==> src/rtl/fifo_pkg.sv <==
// rtl/fifo_pkg.sv - shared types and constants for the fifo1 read-side stream consumer
// Contents:
//   rd_state_t  FSM state encoding for fifo_rd_stream (IDLE, ACTIVE, STOPPING)
//   SKID_DEPTH  number of entries in the skid buffer behind the FIFO read port
package fifo_pkg;

    typedef enum logic [1:0] {
        IDLE     = 2'd0,
        ACTIVE   = 2'd1,
        STOPPING = 2'd2
    } rd_state_t;

    localparam int SKID_DEPTH = 2;

endpackage

==> src/rtl/skid_buf2.sv <==
// rtl/skid_buf2.sv - 2-entry FIFO-ordered register buffer absorbing the FIFO read latency
// Ports:
//   clk        in   clock, state updates on posedge
//   rst        in   asynchronous active-high reset, empties the buffer
//   push       in   write push_data at the tail
//   push_data  in   [W] entry to store
//   pop        in   remove the head entry
//   count      out  [2] number of valid entries (0..2)
//   head       out  [W] oldest entry; all zero when the buffer is empty
module skid_buf2
    import fifo_pkg::*;
#(
    parameter int W = 9
) (
    input  logic         clk,
    input  logic         rst,
    input  logic         push,
    input  logic [W-1:0] push_data,
    input  logic         pop,
    output logic [1:0]   count,
    output logic [W-1:0] head
);

    logic [W-1:0] ent0;
    logic [W-1:0] ent1;
    logic [1:0]   cnt;

    // Vacated entries are cleared so the head reads zero whenever the buffer is empty.
    always_ff @(posedge clk or posedge rst) begin
        if (rst) begin
            ent0 <= '0;
            ent1 <= '0;
            cnt  <= 2'd0;
        end else begin
            case ({push, pop})
                2'b10: begin
                    // The upstream credit check keeps a push away from a full buffer.
                    if (cnt == 2'd0) begin
                        ent0 <= push_data;
                        cnt  <= 2'd1;
                    end else if (cnt < 2'(SKID_DEPTH)) begin
                        ent1 <= push_data;
                        cnt  <= 2'd2;
                    end
                end
                2'b01: begin
                    if (cnt != 2'd0) begin
                        ent0 <= ent1;
                        ent1 <= '0;
                        cnt  <= cnt - 2'd1;
                    end
                end
                2'b11: begin
                    if (cnt == 2'd2) begin
                        ent0 <= ent1;
                        ent1 <= push_data;
                    end else begin
                        // With one entry the pushed word becomes the new head; with none,
                        // the pop is spurious and only the push takes effect.
                        ent0 <= push_data;
                        cnt  <= 2'd1;
                    end
                end
                default: ;
            endcase
        end
    end

    assign count = cnt;
    assign head  = ent0;

endmodule

==> src/rtl/fifo_rd_stream.sv <==
// rtl/fifo_rd_stream.sv - fifo1 read-port consumer presenting a valid/ready stream with burst framing
// Build option: RD_PARITY_EN adds out_parity (even parity of out_data, stored per skid entry).
// Ports:
//   rclk       in   read-domain clock
//   reset      in   asynchronous active-high reset
//   enable     in   1 = fetch from the FIFO, 0 = stop fetching and drain
//   empty_bar  in   fifo1 holds at least one word
//   fifo_dout  in   [WIDTH] fifo1 data_out, valid the cycle after an accepted get
//   get        out  fifo1 read request
//   out_data   out  [WIDTH] stream data (skid head)
//   out_valid  out  stream valid
//   out_ready  in   stream ready
//   out_last   out  last word of a BURST_LEN-word burst
//   out_parity out  (RD_PARITY_EN only) ^out_data
//   busy       out  FSM not idle
module fifo_rd_stream
    import fifo_pkg::*;
#(
    parameter int WIDTH     = 8,
    parameter int BURST_LEN = 4
) (
    input  logic             rclk,
    input  logic             reset,
    input  logic             enable,
    input  logic             empty_bar,
    input  logic [WIDTH-1:0] fifo_dout,
    output logic             get,
    output logic [WIDTH-1:0] out_data,
    output logic             out_valid,
    input  logic             out_ready,
    output logic             out_last,
`ifdef RD_PARITY_EN
    output logic             out_parity,
`endif
    output logic             busy
);

    localparam int CNT_W = (BURST_LEN > 1) ? $clog2(BURST_LEN) : 1;
    localparam logic [CNT_W-1:0] LAST_CNT = CNT_W'(BURST_LEN - 1);
`ifdef RD_PARITY_EN
    localparam int EW = WIDTH + 1;
`else
    localparam int EW = WIDTH;
`endif

    rd_state_t        state;
    rd_state_t        state_next;
    logic             inflight;
    logic [CNT_W-1:0] word_cnt;
    logic [1:0]       count;
    logic [EW-1:0]    push_entry;
    logic [EW-1:0]    head;
    logic             pop;
    logic [2:0]       credit;

    assign out_valid = (count != 2'd0);
    assign pop       = out_valid & out_ready;

    // Slots committed after this edge: buffered words, minus the one leaving, plus the one
    // already requested. A new get is only issued while that stays below the skid depth.
    assign credit = {1'b0, count} + {2'b00, inflight} - {2'b00, pop};
    assign get    = (state == ACTIVE) & empty_bar & (credit < 3'(SKID_DEPTH));

`ifdef RD_PARITY_EN
    assign push_entry = {^fifo_dout, fifo_dout};
    assign out_parity = head[WIDTH];
`else
    assign push_entry = fifo_dout;
`endif
    assign out_data = head[WIDTH-1:0];
    assign out_last = out_valid & (word_cnt == LAST_CNT);
    assign busy     = (state != IDLE);

    skid_buf2 #(
        .W (EW)
    ) u_skid (
        .clk       (rclk),
        .rst       (reset),
        .push      (inflight),
        .push_data (push_entry),
        .pop       (pop),
        .count     (count),
        .head      (head)
    );

    always_ff @(posedge rclk or posedge reset) begin
        if (reset) begin
            state    <= IDLE;
            inflight <= 1'b0;
            word_cnt <= '0;
        end else begin
            state    <= state_next;
            inflight <= get;
            // Burst position survives stop/start; only reset rewinds it.
            if (pop) begin
                word_cnt <= (word_cnt == LAST_CNT) ? '0 : word_cnt + 1'b1;
            end
        end
    end

    always_comb begin
        state_next = state;
        case (state)
            IDLE: begin
                if (enable) state_next = ACTIVE;
            end
            ACTIVE: begin
                if (!enable) state_next = STOPPING;
            end
            STOPPING: begin
                if (enable) begin
                    state_next = ACTIVE;
                end else if (!inflight && ((count == 2'd0) || ((count == 2'd1) && pop))) begin
                    state_next = IDLE;
                end
            end
            default: state_next = IDLE;
        endcase
    end

endmodule

==> config.mk <==
export PLATFORM = sky130hd
export DESIGN_NAME = fifo_rd_stream
export DESIGN_NICKNAME = d
export VERILOG_FILES = /design/src/rtl/fifo_pkg.sv /design/src/rtl/skid_buf2.sv /design/src/rtl/fifo_rd_stream.sv
export SDC_FILE = /design/constraint.sdc
export NUM_CORES = 1
export LEC_CHECK = 0
export ABC_AREA = 1
export BUFFER_PORTS_ARGS = -buffer_cell sky130_fd_sc_hd__buf_2
export CAP_MARGIN = 20
export CORE_MARGIN = 3
export CORE_UTILIZATION = 50
export CTS_CLUSTER_DIAMETER = 60
export DETAILED_ROUTE_END_ITERATION = 16
export PLACE_DENSITY = 0.85
export RECOVER_POWER = 50
export SYNTH_ARGS = -nofsm -noshare
export SYNTH_HDL_FRONTEND = slang
export SYNTH_SLANG_ARGS = --single-unit
==> constraint.sdc <==
create_clock -name rclk -period 2.3 [get_ports rclk]
set_input_delay 0.46 -clock rclk [delete_from_list [all_inputs] [get_ports rclk]]
set_output_delay 0.46 -clock rclk [all_outputs]
set_load 0.01 [all_outputs]
======== After elaboration in Yosys (flattened, before gate mapping) ========
Cells that the tools add are included.
cells by class
  reduce and logical (&&, ||, !) cells .... 13
  order comparisons ....................... 2
  add/sub/neg operators ................... 4
  muxes and demuxes ....................... 20
  bitwise operators ....................... 4
  eq/ne operators ......................... 18
operators with widths
  operator               number
  $mux W8                7
  $pmux W8 S3            2
  $mux W2                9
  $ne A2 B2 Y1 const B   6
  $pmux W2 S3            2
  $eq A2 B2 Y1 const B   5
  $eq A2 B1 Y1 const B   3
  $reduce_and A3 Y1      2
  $reduce_and A5 Y1      1
  $and A1 B1 Y1          4
  $logic_not A2 Y1       2
  $ne A2 B1 Y1 const B   2
  $reduce_and A4 Y1      1
  $reduce_bool A2 Y1     2
  $add A2 B1 Y3          1
  $lt A3 B2 Y1 const B   1
  $ne A3 B2 Y1 const B   1
  $ne A3 B3 Y1 const B   1
  $reduce_bool A3 Y1     1
  $sub A3 B1 Y3          1
  $add A2 B1 Y2 const B  1
  $logic_and A1 B1 Y1    2
  $lt A2 B2 Y1 const B   1
  $sub A2 B1 Y2 const B  1
  other kinds (2)        2
word-level totals
  word-level logic and storage cells ...... 67
  bits of input ports ..................... 13
  output and inout port bits .............. 12
  register bits ........................... 23

======== Longest topological paths before layout ========
Gate-level depths: netlist of the first run.
  depth in word-level cells ............... 8
  depth in mapped cells ................... 10
  gate-level depth less buffers ........... 10

======== Cells and area by module ========
From an unflattened synthesis of the first run, not the netlist that was laid out.
second synthesis, totals
  cell total of the unflattened synthesis .. 190
  area, all modules ....................... 1386.3 sq um
modules (own cells, without submodules)
  module          sequential area each (sq um)  cells an instance  area each (sq um)  instances
  skid_buf2       450.4                         148                1059.8             1
  fifo_rd_stream  125.1                         42                 326.6              1

======== Worst setup path before layout of the first run ========
OpenSTA, ideal clock, no wires.
  path type ............................... reg2out
  start ................................... register u_skid.cnt[1] (netlist: u_skid.count[1])
  end ..................................... output get
  required time ........................... 1.840 ns
  cell stages (with the launch flop) ...... 10
  slack ................................... -0.100 ns
  buffers on the path ..................... 0
  arrival time ............................ 1.940 ns
  cell sequence ........................... dfrtp_1 -> inv_1 -> ha_1 -> inv_1 -> nand2_2 -> a21oi_1 -> o21ai_0 -> fa_1 -> nand4_1 -> nor2_1
on the way
  cells in the longest elaborated chain, start to end .. 5
  elaborated cells between the ends (all ways) .. 6
  classes of those cells .................. add/sub (2); order compare (1); bitwise (2); reduce/logical (1)
ends and longest elaborated chain
  item                                                                   RTL line              source
  start: declaration                                                     skid_buf2.sv:26       logic [1:0] cnt;
  start signal: assignment                                               skid_buf2.sv:50       cnt <= cnt - 2'd1;
  parallel branches: the longest is 2 deep, another holds $add A2 B1 Y3  n/a
  $sub A3 B1 Y3 *                                                        fifo_rd_stream.sv:61  assign credit = {1'b0, count} + {2'b00, inflight} - {2'b00, pop};
  $lt A3 B2 Y1 *                                                         fifo_rd_stream.sv:62  assign get = (state == ACTIVE) & empty_bar & (credit < 3'(SKID_DEPTH));
  $and A1 B1 Y1 *                                                        fifo_rd_stream.sv:62
  end: declaration                                                       fifo_rd_stream.sv:27  output logic get,
Every way passes the cells marked *.

======== Worst setup path after layout of the first run ========
Same ends and word-level chain as after synthesis.

==> results of run 1 <==
-- kinds of logic after synthesis --
| kind of cell | synth area share [%] |
|---|---|
| AO/OA/AOI/OAI | 2.55 |
| XOR/XNOR | 0.596 |
| AND/OR/NAND/NOR | 44.8 |
| flip-flops | 39.1 |
| buffers and inverters | 7.32 |
| adder cells (fa/ha/maj) | 5.62 |
-- state kept, by name, indices dropped and copies added, names as in the netlist --
signal        cells
u_skid.head       8
word_cnt          2
u_skid.count      2
u_skid.ent1       8
inflight          1
state             2
-- worst max-delay path, cell delays in order, from the launching register on --
cell     delay (ns)
dfrtp_2        0.43
inv_2          0.08
buf_4          0.14
ha_4           0.14
nor2_2         0.05
nand2_1        0.09
inv_1          0.08
fa_1           0.49
nand4_1        0.09
nor2_2         0.10
buf_2          0.14
-- per-stage QoR --
step                      total power (uW)  setup WS (ns)
after floorplan                       1470        0.00366
final                                 2320         -0.311
after global routing                  2520         -0.439
after CTS                             2160         -0.260
after global placement                1830         0.0661
after detailed placement              1880        -0.0160
-- Yosys cell counts --
| cell type | count | area [um^2] |
|---|---|---|
| a21oi_1 | 3 | 15.0 |
| fa_1 | 1 | 20.0 |
| inv_1 | 17 | 63.8 |
| o21a_1 | 1 | 7.51 |
| buf_4 | 2 | 15.0 |
| ha_1 | 5 | 62.6 |
| nand2_1 | 105 | 394 |
| nand2_2 | 4 | 25.0 |
| nand3_2 | 3 | 30.0 |
| nor2_2 | 1 | 6.26 |
| inv_2 | 4 | 15.0 |
| buf_2 | 2 | 10.0 |
| or2_2 | 1 | 6.26 |
| dfrtp_1 | 23 | 576 |
| o21ai_1 | 1 | 5.00 |
| clkinv_1 | 1 | 3.75 |
| nor2_4 | 1 | 11.3 |
| nand3_1 | 29 | 145 |
| nor2_1 | 9 | 33.8 |
| o21ai_0 | 2 | 10.0 |
| nand4_1 | 1 | 6.26 |
| xor2_1 | 1 | 8.76 |
-- repair_timing --
| item | 4_1_cts | 5_1_grt |
|---|---|---|
| gates cloned | 0 | 0 |
| endpoints found under the hold margin | 3 | 0 |
| buffers inserted | 6 | 6 |
| endpoints found under the setup margin | 1 | 1 |
| gates resized for setup | 7 | 5 |
| pin swaps | 2 | 4 |
| hold buffers | 1 | 0 |
-- cells in the final DEF, fill, tap and decap left out --
cell type,instances
clkinv_1,1
clkbuf_1,5
o21a_1,1
nor2_1,8
nand2_2,3
a21oi_2,1
o21ai_0,1
buf_2,20
a21oi_1,2
nand2_1,105
clkbuf_4,3
nand2_4,1
dfrtp_2,1
o21ai_1,1
inv_1,14
xor2_1,1
nand3_2,3
clkinv_2,1
o21ai_2,1
nand4_1,1
nand3_1,29
ha_4,2
or2_2,1
buf_4,23
nor2_2,2
dlygate4sd3_1,1
fa_1,1
inv_4,1
nor2_4,1
inv_2,6
ha_1,3
dfrtp_1,22
-- report_power, final --
| part | internal, uW | switching [uW] | total, uW |
|---|---|---|---|
| clock | 65.2 | 126 | 191 |
| sequential | 577 | 113 | 691 |
| combinational | 592 | 847 | 1440 |
| total | 1230 | 1090 | 2320 |
-- final timing paths --
kind	startpoint	endpoint	slack, ns
worst max-delay path	u_skid.count[1]	get	-0.31
worst min-delay path	enable	state[0]	0.35
worst max register to register	u_skid.count[1]	inflight	0.10
worst min register to register	u_skid.head[0]	u_skid.head[0]	0.50
max in group asynchronous	reset	u_skid.count[1]	0.47
min in group asynchronous	reset	state[0]	0.53
-- final cells by class --
type	count	area, um^2	area share [%]
timing repair buffer	49	302	16.2
sequential	23	577	31.1
clock buffer	3	22.5	1.21
inverter	22	85.1	4.58
tap	31	38.8	2.09
clock inverter	1	5.00	0.270
multi-input combinational	168	827	44.5
-- routing by layer --
layer	part of all wire, %	GRT usage [%]	up-vias	wire [um]
li1	-	-	770	-
met5	0	0	-	0
met3	6.3	5.62	12	250
met4	1.9	6.65	0	76
met2	49	37.2	54	1940
met1	43	27.7	687	1710
==> summary.txt, run 1 <==
Outcome
  – Status: complete, but fails checks
  – Violated checks: setup timing

Route
  – Avg WL per Cell: 13.4 um
  – Post-Route WL: 3.98 mm
  – Vias post-DR: around 1,500
  – DRT Pass-1 Iters: 4
  – 1st-iter DRT viols: 101
  – DRC: 0
  – Routed Antenna Nets: 0
  – Vias per cell: 5.13

Logic synthesis
  – Synthesized area: 1470 um^2
  – Syn. warnings: 0
  – Seq cells post-synth: 23
  – Post-synthesis cell type count: 22
  – Synthesized net count: 236
  – Sequential area share after synthesis: 39.1%
  – Synth Instances: approximately 220
  – Syn_area_per_cell: just under 7 um^2

Timing
  – RSZ-0062 raised after global routing: true
  – Final period utilization: 114%
  – Final Hold Vio Count: 0
  – Skew final: 0.00159 ns
  – Final max-slew violation count: 0
  – Worst-margin pin slew: around 1.1 ns
  – # setup viols final: 1
  – Final worst slack: -0.311 ns
  – Fin crit period: approximately 2.6 ns
  – Fmax: roughly 380 MHz
  – Hold slack: 0.351 ns
  – Setup TNS: -0.311 ns
  – Slew margin rel.: 27.6%

Global route
  – First-pass GRT wire length: slightly above 6 mm
  – Gr usage total: roughly 22%
  – Largest net degree at the start of global routing: 21
  – Vias in the first global route: 1,404
  – Grt ovf: 0
  – Antenna violations before repair: 0

CTS
  – CTS Buf Count: 3
  – Clock net sink count: 23
  – Clk_lat worst skew: 0.32 ns
  – # H-tree levels: 1
  – Clock Path Buffers: 2
  – CTS tree: yes
  – CTS clk-pin slew, worst paths: 0.13 ns
  – Clock root cell: clkbuf_4

Cells and area
  – Final Non-Filler Cells: 297
  – Filler instances: roughly 240
  – Final Core Density: between 60 and 70%
  – # nets final: 286
  – Area Growth Syn to Fin: 26.3%
  – Antenna Cells: 0
  – Fin area: 1860 um^2
  – Layout cells sized above 1: between 20% and 30%

Critical path
  – Worst Path Arrival: 2.15 ns
  – Worst Setup Start Kind: register
  – CP Max Fanout: 3
  – Critical Path Sink Type: output pin
  – FF-to-FF path depth: 13
  – CP required: 1.84 ns
  – Crit Path Category: register to output pin

Placement
  – Placer Congestion: ~0.89
  – Placed cell area: 1700 um^2
  – DP Cell Count: 280
  – Port-buffer cells: 24
  – Hpwl dp: 2.48 mm

Min path
  – Worst Hold Depth: 3
  – Hold WC Path Type: input port to register

Floorplanning
  – I/O pin total: 25
  – Die W: 60.2 um
  – Starting density of the core: 52.9%
  – Core area: 2780 um^2
  – Die area: 3630 um^2
  – Rows: 19
  – Die Y: 60.2 um

Power
  – Max VDD drop: 0.809 mV
  – Pwr dens: roughly 1200 nW/um^2
  – Leak Pwr: 0.00107 uW

Run
  – Max-cap viol count: 0
Power figures use the tool's default switching activity.
==> run 2: changes to the inputs <==
==> constraint.sdc (replaced) <==
create_clock -name rclk -period 2.3 [get_ports rclk]
set_input_delay 0.46 -clock rclk [delete_from_list [all_inputs] [get_ports rclk]]
set_output_delay 0.46 -clock rclk [all_outputs]
set_load 0.05 [all_outputs]
==> summary.txt, run 2 (synthesis gave the netlist of run 1 again) <==
Global route
  – Vias in the first global route: 1,414
  – Gr usage total: a little over a fifth
  – Largest net degree at the start of global routing: 24
  – Antenna violations before repair: 0
  – Busiest layer in global routing: met2
  – Global-route track usage on met3: 1.94%
  – First-pass GRT wire length: 6.02 mm
  – Grt ovf: 0
  – GR Layer Usage met2: 38.3%
  – GR Util met1: a little over a quarter

Cells and area
  – Leading cell types in the layout, fill and taps excluded: nand2_1 (104), nand3_1 (29), dfrtp_1 (22)
  – # nets final: 274
  – Commonest non-fill, non-tap cell in the layout: nand2_1
  – Layout cells sized above 1: 24.0%
  – Area Growth Syn to Fin: 21.9%
  – Final Non-Filler Cells: 285
  – Antenna Cells: 0

Min path
  – Worst Hold Depth: 3
  – Hold WC Path Type: input port to register

Power
  – Clock power share: 8.0%
  – Max VDD drop: 0.892 mV
  – Int Pwr: roughly 1200 uW
  – Leak Pwr: 0.00103 uW
  – Sw Ratio: 52.8%
  – Total power: 2450 uW
  – Sequential Power Share: around 28%
  – Switching power: 1300 uW
  – Pwr dens: roughly 1400 nW/um^2
  – Logic pwr share: 63.9%

Floorplanning
  – Rows: 19
  – Die W: roughly 60 um
  – Core area: 2780 um^2
  – I/O pin total: 25
  – Die area: roughly 3600 um^2
  – Starting density of the core: between 50 and 60%
  – Die Y: 60.2 um

Critical path
  – CP max stage delay: 0.48 ns
  – Worst path depth: 10
  – Critical Path Sink Type: output pin
  – Worst Setup Start Kind: register
  – Worst Path Arrival: 2.16 ns
  – Crit-path slowest cell: fa_1
  – FF-to-FF path depth: 11
  – Cell family with the largest share of critical-path delay: adder cells
  – Crit path cell chain: inv_2 -> ha_4 -> inv_4 -> nand2_4 -> a21oi_2 -> o21ai_1 -> fa_1 -> nand4_1 -> nor2_4 -> buf_6
  – CP Max Fanout: 4
  – Crit Path Category: register to output pin
  – Critical path buffer and inverter count: 3
  – CP required: about 1.8 ns

Route
  – Routed Antenna Nets: 0
  – DRC: 0
  – 1st-iter DRT viols: 98
  – Post-Route WL: 3.40 mm
  – Avg WL per Cell: 11.9 um
  – Vias per cell: 5.20
  – Vias post-DR: 1,481
  – DRT Pass-1 Iters: 4

Timing
  – Skew final: 0.00819 ns
  – Fmax: 382 MHz
  – Worst-margin pin slew: 1.23 ns
  – Setup TNS: -0.321 ns
  – Hold slack: 0.351 ns
  – Final worst slack: -0.321 ns
  – Final max-slew violation count: 0
  – Fin crit period: about 2.6 ns
  – Final period utilization: 114%
  – # setup viols final: 1
  – RSZ-0062 raised after global routing: true
  – Slew margin rel.: 18.3%
  – Final Hold Vio Count: 0

CTS
  – Clock root cell: clkbuf_4
  – CTS tree: yes
  – CTS Buf Count: 3
  – Clock Path Buffers: 2
  – Post-CTS Setup Inserts: 0
  – # H-tree levels: 1
  – Hold-fix buffers at CTS: 0
  – Clock net sink count: 23
  – CTS clk-pin slew, worst paths: 0.14 ns
  – Clk_lat worst skew: 0.32 ns

Run
  – Max-cap viol count: 0

Placement
  – Worst slack at placement: -0.0512 ns
  – Placer Congestion: approximately 0.91
  – Hpwl dp: between 2 and 3 mm
  – Port-buffer cells: 24
  – DP Cell Count: 281

Outcome
  – Status: complete, but fails checks
  – Violated checks: setup timing
[run 2: routing by layer]
metal | vias up | part of all wire (%)
met5 | - | 0
met4 | 0 | 1.3
met3 | 5 | 5.9
met2 | 58 | 48
met1 | 668 | 44
li1 | 750 | -
[run 2: tightest hold or removal path: stages]
cell	delay, ns
buf_2	0.09
inv_1	0.06
a21oi_1	0.04
[run 2: final timing paths]
check                             endpoint            start  slack (ns)
min reg2reg                 u_skid.head[2]   u_skid.head[2]        0.49
min                               state[0]           enable        0.35
max                                    get  u_skid.count[0]       -0.32
min in group asynchronous         inflight            reset        0.50
max in group asynchronous  u_skid.count[1]            reset        0.99
max reg2reg                u_skid.count[0]  u_skid.count[1]        0.52
[run 2: power by group through the flow]
stage          Sequential, uW  Clock, uW  Combinational, uW
6_report                  689        197               1570
4_1_cts                   687        202               1580
2_1_floorplan             916          0                909
5_1_grt                   710        212               1750
3_3_place_gp              689          0               1520
3_5_place_dp              697          0               1550
[run 2: timing repair]
action,CTS,global route
resized for setup,3,0
setup endpoints to repair,1,1
pin swaps,0,0
[run 2: per-stage QoR]
| stage | instance area (um^2) | util [%] |
|---|---|---|
| global route | 1790 | 64.4 |
| CTS | 1800 | 64.6 |
| detailed placement | 1760 | 63.3 |
| global placement | 1760 | 63.3 |
| finish | 1790 | 64.4 |
| floorplan | 1520 | - |
[run 2: layout make-up]
cell class	count	area [um^2]
clock buffer	3	22.5
fill	255	990
multi-input combinational	168	831
inverter	22	87.6
tap	31	38.8
sequential	23	577
timing repair buffer	37	230
clock inverter	1	5.00
